<file path="config.mk">
export PLATFORM = sky130hd
export DESIGN_NAME = johnson_counter_param
export DESIGN_NICKNAME = d
export VERILOG_FILES = /design/src/rtl/johnson_counter_param.sv
export SDC_FILE = /design/constraint.sdc
export NUM_CORES = 1
export LEC_CHECK = 0
export ABC_AREA = 1
export CORE_MARGIN = 5
export CORE_UTILIZATION = 45
export CTS_CLUSTER_DIAMETER = 100
export DETAILED_ROUTE_END_ITERATION = 12
export PLACE_DENSITY = 0.67
export SLEW_MARGIN = 15
export SYNTH_ARGS = -nofsm -noshare
export SYNTH_HDL_FRONTEND = slang
export SYNTH_SLANG_ARGS = --single-unit
</file>
<file path="constraint.sdc">
create_clock -name CLK -period 8.4 [get_ports CLK]
set_clock_uncertainty 0.1 [all_clocks]
set_input_delay 1.68 -clock CLK [delete_from_list [all_inputs] [get_ports CLK]]
set_output_delay 1.68 -clock CLK [all_outputs]
set_load 0.01 [all_outputs]
</file>
<file path="src/rtl/johnson_counter_param.sv">
// johnson_counter_param
//   WIDTH-bit Johnson (twisted-ring) counter with 2*WIDTH states. It counts up or
//   down, loads a state by index, and corrects itself out of illegal states. It also
//   provides a binary index decode of Q and a terminal-count flag.
//   Optional build macro JOHNSON_DECODE_EN adds the DEC output, a registered one-hot
//   decode of the next index. When the macro is undefined, DEC and its register do
//   not exist.
module johnson_counter_param #(
    parameter  int WIDTH = 8,
    localparam int IW    = $clog2(2*WIDTH)
) (
    input  logic             CLK,
    input  logic             RESET,
    input  logic             EN,
    input  logic             DIR,
    input  logic             LOAD,
    input  logic [IW-1:0]    LOAD_IDX,
    output logic [WIDTH-1:0] Q,
    output logic [IW-1:0]    IDX,
    output logic             TC,
    output logic             ERR
`ifdef JOHNSON_DECODE_EN
    ,
    output logic [2*WIDTH-1:0] DEC
`endif
);

    localparam int NSTATES = 2*WIDTH;

    logic [WIDTH-1:0] q_r;
    logic [WIDTH-1:0] q_next;
    logic             err_r;
    logic             err_next;
    logic             q_legal;
    logic             load_ok;

    // A legal Johnson code has at most one boundary between adjacent bits.
    function automatic logic is_legal(input logic [WIDTH-1:0] v);
        int n;
        n = 0;
        for (int i = 0; i < WIDTH-1; i++) begin
            if (v[i] != v[i+1]) n++;
        end
        return (n <= 1);
    endfunction

    // Index from the population count. Codes with the top bit set occupy the
    // upper half of the sequence. Illegal codes decode to 0.
    function automatic logic [IW-1:0] index_of(input logic [WIDTH-1:0] v);
        int p;
        p = 0;
        for (int i = 0; i < WIDTH; i++) begin
            if (v[i]) p++;
        end
        if (!is_legal(v))
            return '0;
        else if (v[WIDTH-1])
            return IW'(NSTATES - p);
        else
            return IW'(p);
    endfunction

    // Code for index k. For k up to WIDTH the low k bits are 1. Above WIDTH the
    // low (k-WIDTH) bits are 0 and the remaining bits are 1.
    function automatic logic [WIDTH-1:0] code_of(input logic [IW-1:0] k);
        logic [WIDTH-1:0] c;
        int ki;
        ki = int'(k);
        c  = '0;
        for (int i = 0; i < WIDTH; i++) begin
            if (ki <= WIDTH)
                c[i] = (i < ki);
            else
                c[i] = (i >= ki - WIDTH);
        end
        return c;
    endfunction

    assign q_legal = is_legal(q_r);
    assign load_ok = (int'(LOAD_IDX) < NSTATES);

    // Next-state selection. Priority is load, then illegal-state correction,
    // then count, then hold. Reset is applied in the register itself.
    always_comb begin
        q_next   = q_r;
        err_next = 1'b0;
        if (LOAD) begin
            if (load_ok)
                q_next = code_of(LOAD_IDX);
            else
                err_next = 1'b1;
        end else if (!q_legal) begin
            q_next   = '1;
            err_next = 1'b1;
        end else if (EN) begin
            if (DIR)
                q_next = {q_r[WIDTH-2:0], ~q_r[WIDTH-1]};
            else
                q_next = {~q_r[0], q_r[WIDTH-1:1]};
        end
    end

    // State and error-pulse registers. Synchronous reset goes to all ones (index WIDTH).
    always_ff @(posedge CLK) begin
        if (RESET) begin
            q_r   <= '1;
            err_r <= 1'b0;
        end else begin
            q_r   <= q_next;
            err_r <= err_next;
        end
    end

    // Combinational index decode and terminal count for the current direction.
    always_comb begin
        IDX = index_of(q_r);
        TC  = q_legal && (DIR ? (IDX == IW'(NSTATES-1)) : (IDX == '0));
    end

    assign Q   = q_r;
    assign ERR = err_r;

`ifdef JOHNSON_DECODE_EN
    logic [2*WIDTH-1:0] dec_r;
    logic [2*WIDTH-1:0] dec_next;

    // One-hot of the index that Q takes on this edge. All zeros when that state is illegal.
    always_comb begin
        dec_next = '0;
        if (is_legal(q_next))
            dec_next[index_of(q_next)] = 1'b1;
    end

    // Decode register, kept in step with Q.
    always_ff @(posedge CLK) begin
        if (RESET) begin
            dec_r        <= '0;
            dec_r[WIDTH] <= 1'b1;
        end else begin
            dec_r <= dec_next;
        end
    end

    assign DEC = dec_r;
`endif

endmodule

</file>
==> flow_summary_export.csv <==
group,metric,value,unit
timing,slew_headroom,62.1,%
worst_hold_path,min_to,"Q[0]$_SDFFE_PP1P_",
logic_synthesis,seq_area_frac_synth,9.99,%
worst_setup_path,crit_path_end_kind,"output pin",
worst_setup_path,rr_startpoint,"Q[1]$_SDFFE_PP1P_",
clock_tree,tritoncts,"yes",
placement,dp_slack,1.40,ns
clock_tree,cts_num_sinks,9,
worst_setup_path,path_delay_family,"adder cells",
placement,port-buffer-count,22,
timing,rsz0062_at_grt,"false",
timing,timing.final.crit_period,7.29,ns
clock_tree,cts_max_level,1,
worst_setup_path,arrival,5.51,ns
clock_tree,cts-root-buf,"clkbuf_8",
placement,hpwl,3500,um
timing,worstMarginPinSlew,0.567,ns
logic_synthesis,ys_top_cells_by_count,"nand2_1 (98), inv_1 (44), nand3_1 (38), nor2_1 (22)",
clock_tree,ctsResizeCount,0,
worst_setup_path,slowest_delay,0.54,ns
global_routing,grt_start_max_net_pins,18,
placement,place.gp.congestion,0.835,
logic_synthesis,ys_seq_elements,9,
worst_hold_path,min-delay-start,"Q[0]$_SDFFE_PP1P_",
clock_tree,clkTransAtPathRegs,0.04,ns
timing,hold_viol_final,0,
logic_synthesis,synthFlopType,"dfxtp_1",
clock_tree,clockBufferDepth,2,
clock_tree,postCtsSetupBuffers,0,
clock_tree,clock_latency,0.24,ns
worst_setup_path,cp.required,6.62,ns
logic_synthesis,synth.net_count,344,
timing,slew_viol_final,0,
worst_setup_path,cp-start-kind,"flip-flop",
logic_synthesis,synth_area_leaders,"nand2_1 (20%), nand3_1 (11%), dfxtp_1 (10%)",
global_routing,grt_first_pass_wirelength,7600,um
worst_hold_path,min_path_type,"flip-flop to flip-flop",
worst_setup_path,cp_slowest_cell,"clkdlybuf4s50_1",
logic_synthesis,synth_area,1800,um2
timing,fmax,137,MHz
die,dieArea,5380,um2
worst_setup_path,critical_path_class,"flip-flop to output pin",
logic_synthesis,synth_top_area_cell,"nand2_1",
logic_synthesis,yosys_warnings,0,
timing,setup_viol,0,
clock_tree,cts_buffers,3,
logic_synthesis,yosysMostFrequentCell,"nand2_1",
die,initial_utilization,45.8,%
worst_setup_path,crit_top_cell,"ha_1",
global_routing,grt-ovfl-total,0,
die,fp.dieH,73.3,um
drt,firstDrtPassIters,7,
finish,final_nets,361,
logic_synthesis,yosys.cell_types.count,37,
finish,drive_above_1_share,10.7,%
timing,worst_slack,1.11,ns
logic_synthesis,syn_inst,322,
drt,drt-initial-drc-count,91,
drt,vias,2016,
die,coreArea,3940,um2
global_routing,grt_pass1_vias,1855,
die,dieWidth,73.3,um
worst_setup_path,crit_fanout,11,
timing,fin_crit_sh,86.8,%
drt,drc,0,
drt,ant_nets,0,
worst_hold_path,min_path_cells,2,
finish,area_delta_synth_final,14.5,%
clock_tree,cts_hold_buf,0,
timing,tns,0,ns
global_routing,antenna_found_initial,0,
worst_setup_path,worstReg2RegEnd,"Q[2]$_SDFFE_PP1P_",
logic_synthesis,post_synth.cell_area_avg,5.60,um2
logic_synthesis,ys_async_sr_fraction,0,%
drt,wl,4380,um
finish,final_core_util,52.4,%
finish,diodes,0,
worst_setup_path,reg2reg_depth,26,
logic_synthesis,synth_edf_count,0,
drt,vias_per_cell,5.20,
drt,routedWlPerCell,11.3,um
status,status,"completed",
worst_setup_path,cp.buffers_inverters,5,
worst_setup_path,r2r_slack,3.30,ns
die,ioPinCount,23,
die,rows,23,
logic_synthesis,synth_top_area_share,20.4,%
worst_setup_path,crit_start,"Q[1]$_SDFFE_PP1P_",
flow_run,max-cap-violations,0,
global_routing,grtUsageTotal,17.3,%
-- cells by family (layout without fill, tap and decap cells) --
group	Yosys count	count (layout)	share of synthesized area, %
AND/OR/NAND/NOR	193	193	50.3
buffers and inverters	59	75	14.2
AO/OA/AOI/OAI	43	43	14.1
adder cells (fa/ha/maj)	13	13	9.02
flip-flops	9	9	9.99
XOR/XNOR	5	5	2.43
-- state kept, by name (all words and copies together) (netlist names) --
name  cells
Q         8
ERR       1
-- worst max-delay path by stage --
stage | cells after the start | end | slack [ns]
6_report | 28 | TC | 1.11
5_1_grt | 28 | TC | 0.73
4_1_cts | 28 | TC | 1.11
2_1_floorplan | 27 | TC | 2.41
3_3_place_gp | 28 | TC | 1.57
3_5_place_dp | 28 | TC | 1.40
-- routing by layer --
layer / share of wire [%] / routed length (um) / up-vias / GRT usage (%)
met3: 4.2 / 186 / 7 / 1.64
met5: 0 / 0 / - / 0
met4: 1.4 / 61 / 0 / 5.23
met2: 47 / 2080 / 47 / 31.1
li1: - / - / 1067 / -
met1: 47 / 2050 / 895 / 21.5
-- tightest hold or removal path, delay by kind of cell (launching register included) --
kind / cells / cell delay [ns]
compound gates: 1 / 0.10
flops: 1 / 0.41
simple gates: 1 / 0.05
-- placed cells by master (no fill, tap or decap), types with 2 or more instances in the layout --
master / synthesis / layout
dfxtp_1: 9 / 9
inv_4: 2 / 2
clkbuf_8: 0 / 3
xor2_1: 3 / 3
o211ai_1: 5 / 5
a21oi_1: 12 / 12
xnor2_1: 2 / 2
nor2_1: 22 / 22
or2_2: 2 / 2
nand2_2: 13 / 13
nor2_2: 3 / 3
nand3b_1: 4 / 4
o21ai_0: 13 / 13
or2_1: 2 / 2
o21ai_1: 5 / 5
nand4_1: 4 / 4
nand3_1: 38 / 38
nand2_1: 98 / 98
ha_1: 13 / 13
clkdlybuf4s50_1: 0 / 22
o21ai_2: 2 / 2
inv_1: 44 / 44
inv_2: 2 / 2
nand2_4: 4 / 4
-- layout make-up --
class                   count  area [um2]
well taps                  50        62.6
clock buffers               4        45.0
fillers                   425        1880
flip-flops and latches      9         180
repair buffers             22         220
inverters                  49         190
multi-input cells         254        1370
-- stage by stage --
| stage | cells | hold slack (ns) | cell area [um2] |
|---|---|---|---|
| 6_report | 388 | 0.480 | 2070 |
| 3_5_place_dp | 384 | 0.483 | 2020 |
| 2_1_floorplan | 322 | 0.485 | 1800 |
| 4_1_cts | 388 | 0.477 | 2070 |
| 3_3_place_gp | 384 | 0.459 | 2020 |
| 5_1_grt | 388 | 0.548 | 2070 |
Power is not shown: default switching activity piles up to over one toggle a cycle in this logic, so the estimate is an artifact.
